**src/rtl/prog_sequencer.sv**
```systemverilog
// Runs NUM_PROGS programs on the core back-to-back: launch, mask stale halt, time the run, report, advance.
// Latency: go->start 1 cycle, halt->cyc_valid 1 cycle, cyc_valid->next start 1 cycle; abort returns to IDLE next cycle.
module prog_sequencer #(
    parameter int NUM_PROGS   = 3,
    parameter int PC_W        = 10,
    parameter int CNT_W       = 16,
    parameter int START_CYC   = 1,
    parameter int HALT_MASK   = 1,
    parameter int TIMEOUT_CYC = 4096,
    localparam int IDX_W      = (NUM_PROGS > 1) ? $clog2(NUM_PROGS) : 1
) (
    input  logic                      CLK,
    input  logic                      reset_n,
    input  logic                      go,
    input  logic                      abort,
    input  logic [NUM_PROGS*PC_W-1:0] base_tbl,
    input  logic                      halt,
    output logic                      start,
    output logic [PC_W-1:0]           start_addr,
    output logic [IDX_W-1:0]          prog_idx,
    output logic                      busy,
    output logic                      done,
    output logic [NUM_PROGS-1:0]      err_mask,
    output logic [CNT_W-1:0]          cyc_out,
    output logic                      cyc_valid
);

    localparam int PH_MAX = (START_CYC > HALT_MASK) ? START_CYC : HALT_MASK;
    localparam int PH_W   = (PH_MAX > 1) ? $clog2(PH_MAX) : 1;
    localparam logic [PH_W-1:0]  START_LAST = PH_W'(START_CYC - 1);
    localparam logic [PH_W-1:0]  MASK_LAST  = PH_W'((HALT_MASK > 0) ? HALT_MASK - 1 : 0);
    localparam logic [31:0]      TO_LAST    = 32'(TIMEOUT_CYC - 1);
    localparam logic [IDX_W-1:0] IDX_LAST   = IDX_W'(NUM_PROGS - 1);

    typedef enum logic [2:0] {S_IDLE, S_LAUNCH, S_MASK, S_RUN, S_DONE} state_t;

    state_t            state, state_nx;
    logic [PH_W-1:0]   ph;
    logic [CNT_W-1:0]  cnt;
    logic [PC_W-1:0]   tbl [NUM_PROGS];
    logic [IDX_W-1:0]  nxt_idx;
    logic              cnt_last, last_prog;
    logic              halt_hit, tmo_hit, do_go, do_next;

    always_comb begin
        for (int i = 0; i < NUM_PROGS; i++) begin
            tbl[i] = base_tbl[i*PC_W +: PC_W];
        end
    end

    assign nxt_idx   = prog_idx + 1'b1;
    assign last_prog = (prog_idx == IDX_LAST);
    assign cnt_last  = (32'(cnt) == TO_LAST);

    // The cyc_valid cycle is the tail of RUN, so busy stays high between programs.
    always_comb begin
        state_nx = state;
        halt_hit = 1'b0;
        tmo_hit  = 1'b0;
        do_go    = 1'b0;
        do_next  = 1'b0;
        case (state)
            S_IDLE, S_DONE: begin
                if (go) begin
                    state_nx = S_LAUNCH;
                    do_go    = 1'b1;
                end
            end
            S_LAUNCH: begin
                if (ph == START_LAST) begin
                    state_nx = (HALT_MASK > 0) ? S_MASK : S_RUN;
                end
            end
            S_MASK: begin
                if (ph == MASK_LAST) begin
                    state_nx = S_RUN;
                end
            end
            S_RUN: begin
                if (cyc_valid) begin
                    if (last_prog) begin
                        state_nx = S_DONE;
                    end else begin
                        state_nx = S_LAUNCH;
                        do_next  = 1'b1;
                    end
                end else begin
                    halt_hit = halt;
                    tmo_hit  = !halt && cnt_last;
                end
            end
            default: state_nx = S_IDLE;
        endcase
        if (abort) begin
            state_nx = S_IDLE;
            halt_hit = 1'b0;
            tmo_hit  = 1'b0;
            do_go    = 1'b0;
            do_next  = 1'b0;
        end
    end

    always_ff @(posedge CLK or negedge reset_n) begin
        if (!reset_n) begin
            state <= S_IDLE;
        end else begin
            state <= state_nx;
        end
    end

    always_ff @(posedge CLK or negedge reset_n) begin
        if (!reset_n) begin
            ph         <= '0;
            cnt        <= '0;
            start_addr <= '0;
            prog_idx   <= '0;
            err_mask   <= '0;
            cyc_out    <= '0;
            cyc_valid  <= 1'b0;
        end else begin
            ph        <= (state_nx != state) ? '0 : ph + 1'b1;
            cyc_valid <= halt_hit || tmo_hit;

            if (state != S_RUN && state_nx == S_RUN) begin
                cnt <= '0;
            end else if (state == S_RUN && !cyc_valid && cnt != '1) begin
                cnt <= cnt + 1'b1;
            end

            if (do_go) begin
                prog_idx   <= '0;
                err_mask   <= '0;
                start_addr <= tbl[0];
            end else if (do_next) begin
                prog_idx   <= nxt_idx;
                start_addr <= tbl[nxt_idx];
            end

            if (halt_hit) begin
                cyc_out <= cnt;
            end else if (tmo_hit) begin
                cyc_out            <= CNT_W'(TIMEOUT_CYC - 1);
                err_mask[prog_idx] <= 1'b1;
            end
        end
    end

    assign start = (state == S_LAUNCH);
    assign busy  = (state == S_LAUNCH) || (state == S_MASK) || (state == S_RUN);
    assign done  = (state == S_DONE);

endmodule

```
**config.mk**
```make
export PLATFORM = sky130hd
export DESIGN_NAME = prog_sequencer
export DESIGN_NICKNAME = d
export VERILOG_FILES = /design/src/rtl/prog_sequencer.sv
export SDC_FILE = /design/constraint.sdc
export NUM_CORES = 1
export LEC_CHECK = 0
export BUFFER_PORTS_ARGS = -buffer_cell sky130_fd_sc_hd__buf_4
export CAP_MARGIN = 5
export CORE_ASPECT_RATIO = 1.25
export CORE_UTILIZATION = 35
export CTS_BUF_LIST = sky130_fd_sc_hd__clkbuf_2
export DETAILED_ROUTE_END_ITERATION = 16
export PLACE_DENSITY_LB_ADDON = 0.1
export SKIP_CTS_REPAIR_TIMING = 1
export SLEW_MARGIN = 5
export SYNTH_ARGS = -nofsm -noshare
export SYNTH_HDL_FRONTEND = slang
export SYNTH_SLANG_ARGS = --single-unit
```
**constraint.sdc**
```tcl
create_clock -name CLK -period 2.7 [get_ports CLK]
set_clock_uncertainty 0.05 [all_clocks]
set_input_delay 0.54 -clock CLK [delete_from_list [all_inputs] [get_ports CLK]]
set_output_delay 0.54 -clock CLK [all_outputs]
set_load 0.02 [all_outputs]
```
==> impl_metrics.yaml <==
placed_design:
  dp_slack_ns: 0.551
  gp_congestion: 0.802
  dp_hpwl_um: 5190
  io_buffers: 69
grt:
  grt_antenna_before_repair: 0
  grt_pass1_wl_um: 11000
  track_usage_pct: 17.0
  grt_pass1_vias: 2352
  gr-total-overflow: 0
  grt_max_degree: 53
route:
  postRouteAntennaNets: 0
  drc: 0
  vias: 2623
  drtPass1Iterations: 4
  wl_per_cell_um: 15.0
  drt_iter0_drc: 123
  drt_wl_total_um: 7100
  avgViaCountPerCell: 5.56
die:
  dieWidth_um: 82.2
  fp.dieH_um: 102
  row_count: 36
  start_util_pct: 36.1
  ios: 70
  core_area_mm2: 0.00779
  dieArea_mm2: 0.00840
timing:
  timing.fmax_ghz: 0.445
  setup-tns-final_ns: 0
  finalCritPeriodShare_pct: 83.2
  drv_slew: 0
  rsz0062_at_grt: "no"
  timing.final.ws_setup_ns: 0.453
  period_minus_slack_ns: 2.25
  setup_viol: 0
  worst-slew-pin-transition_ns: 0.746
  whs_ns: 0.00850
  slew_headroom_pct: 50.3
  hold_violations: 0
logic_synthesis:
  synth_seq_area_share_pct: 46.3
  synth_seq_cells: 52
  synth_flop_cell: "dfrtp_1"
  syn_nets: 348
  synthCells: 309
  avgSynthCellArea_um2: 9.10
  synth-edff-count: 0
  syn_area_mm2: 0.00281
  yosys_warnings: 0
  synth.distinct_cells: 48
  synth-async-reset-ratio_pct: 100
clocking:
  numCtsBuffers: 5
  cts_sinks: 52
  clkTransAtPathRegs_ns: 0.29
  clockBufferDepth: 2
  cts_tree: "yes"
  cts_root_buf: "clkbuf_2"
  clock_latency_ns: 0.44
  cts_max_level: 2
worst_setup_path:
  crit_type: "flip-flop to primary output"
  cp-end-kind: "primary output"
  worstPathRequired_ns: 2.11
  arrival_ns: 1.66
  cp_max_fo: 14
  critPathLaunchType: "flip-flop"
finish:
  drive_above_1_share_pct: 25.5
  fillers: 803
  fin_nets: 415
  areaGrowthSynthToFinish_pct: 23.8
  antenna_cells: 0
power:
  ir_worst_vdd_v: 0.000321
  power_mw: 2.79
  leakage_nw: 1.51
  powerDensity_mw_per_mm2: 801
worst_hold_path:
  worstHoldPathType: "input pin to asynchronous set/reset pin"
job:
  drv_cap: 0
status:
  outcome: "finished, final reports clean"
[cells in the mapped netlist, drive strengths merged (3+ instances only)]
| master | count | area (µm²) |
|---|---|---|
| o41ai | 5 | 43.8 |
| nand4b | 6 | 52.6 |
| a21oi | 39 | 203 |
| o31a | 10 | 87.6 |
| o31ai | 6 | 45.0 |
| nor2b | 3 | 18.8 |
| o21ai | 8 | 40.0 |
| a22o | 3 | 26.3 |
| buf | 9 | 45.0 |
| ha | 4 | 50.1 |
| clkbuf | 10 | 37.5 |
| inv | 6 | 22.5 |
| or3 | 5 | 36.3 |
| dfrtp | 52 | 1300 |
| nor4 | 3 | 18.8 |
| nand3 | 8 | 50.1 |
| nand2 | 20 | 75.1 |
| nor2 | 55 | 206 |
| o2bb2ai | 10 | 87.6 |
| or4 | 7 | 60.1 |
| nor3 | 7 | 40.0 |
| nand4 | 6 | 37.5 |
[stage by stage]
step           utilization [%]  instances  instance area (µm²)
2_1_floorplan                -        309                 2810
3_3_place_gp              44.2        464                 3440
3_5_place_dp              44.2        464                 3440
4_1_cts                   44.7        472                 3480
5_1_grt                   44.7        472                 3480
6_report                  44.7        472                 3480
[power breakdown]
group | total [mW] | internal [mW] | switching (mW)
clock | 0.306 | 0.0585 | 0.248
sequential | 1.38 | 1.07 | 0.310
combinational | 1.10 | 0.524 | 0.578
[kinds of logic after synthesis]
kind of cell    synth area share [%]
xor+xnor                       0.311
buf+inv                         3.74
flops                           46.3
simple gates                    26.0
mux                            0.356
fa+ha+maj                       1.78
compound gates                  21.5
[worst max-delay path: stages (launching register included)]
cell	delay [ns]
dfrtp_1	0.59
nor2_1	0.27
and2_1	0.21
buf_4	0.15
[layer usage]
layer	vias to the layer above	GRT usage [%]	part of all wire [%]	wire length (µm)
met5	-	0	0	0
met4	0	4.99	1.3	91
met3	9	2.77	5.3	375
met2	72	31.2	51	3590
met1	1258	20.0	43	3030
li1	1284	-	-	-
[final cells by class]
cell class                      instances  area, µm²  area share [%]
Tap cell                               95        119            3.41
Clock inverter                          3       13.8           0.395
Clock buffer                            5       25.0           0.719
Sequential cell                        52       1300            37.4
Multi-Input combinational cell        232       1410            40.4
Inverter                                6       22.5           0.647
Timing Repair Buffer                   79        593            17.0
[state kept, by name, summed over array words and instances (netlist names)]
name	cells
cnt	16
cyc_out	16
start_addr	10
err_mask	3
state	3
prog_idx	2
cyc_valid	1
ph	1
[placed cells by master (no fill, tap or decap), types with 3 or more instances in the layout]
master	n
a21oi_1	37
dfrtp_1	52
nand3_1	6
o31a_1	10
or4_1	5
nand4b_1	6
ha_1	4
inv_1	6
nor2b_1	3
buf_4	79
nand2_1	20
nor2_1	55
nand4_1	6
clkbuf_2	5
o2bb2ai_1	10
nor4_1	3
nor3_1	6
o31ai_1	6
o21ai_0	8
o41ai_1	5
a22o_1	3
or3_1	4
[final timing paths]
check / start / slack (ns) / cells past startpoint / end
setup / recovery: state[1] / 0.45 / 3 / done
hold reg to reg: start_addr[7] / 0.48 / 1 / start_addr[7]
setup reg to reg: state[2] / 0.49 / 4 / cyc_out[12]
min in group CLK: abort / 0.27 / 2 / state[2]
max in group asynchronous: reset_n / 2.08 / 1 / cnt[8]
hold / removal: reset_n / 0.009 / 1 / err_mask[1]
Power figures use the tool's default switching activity.
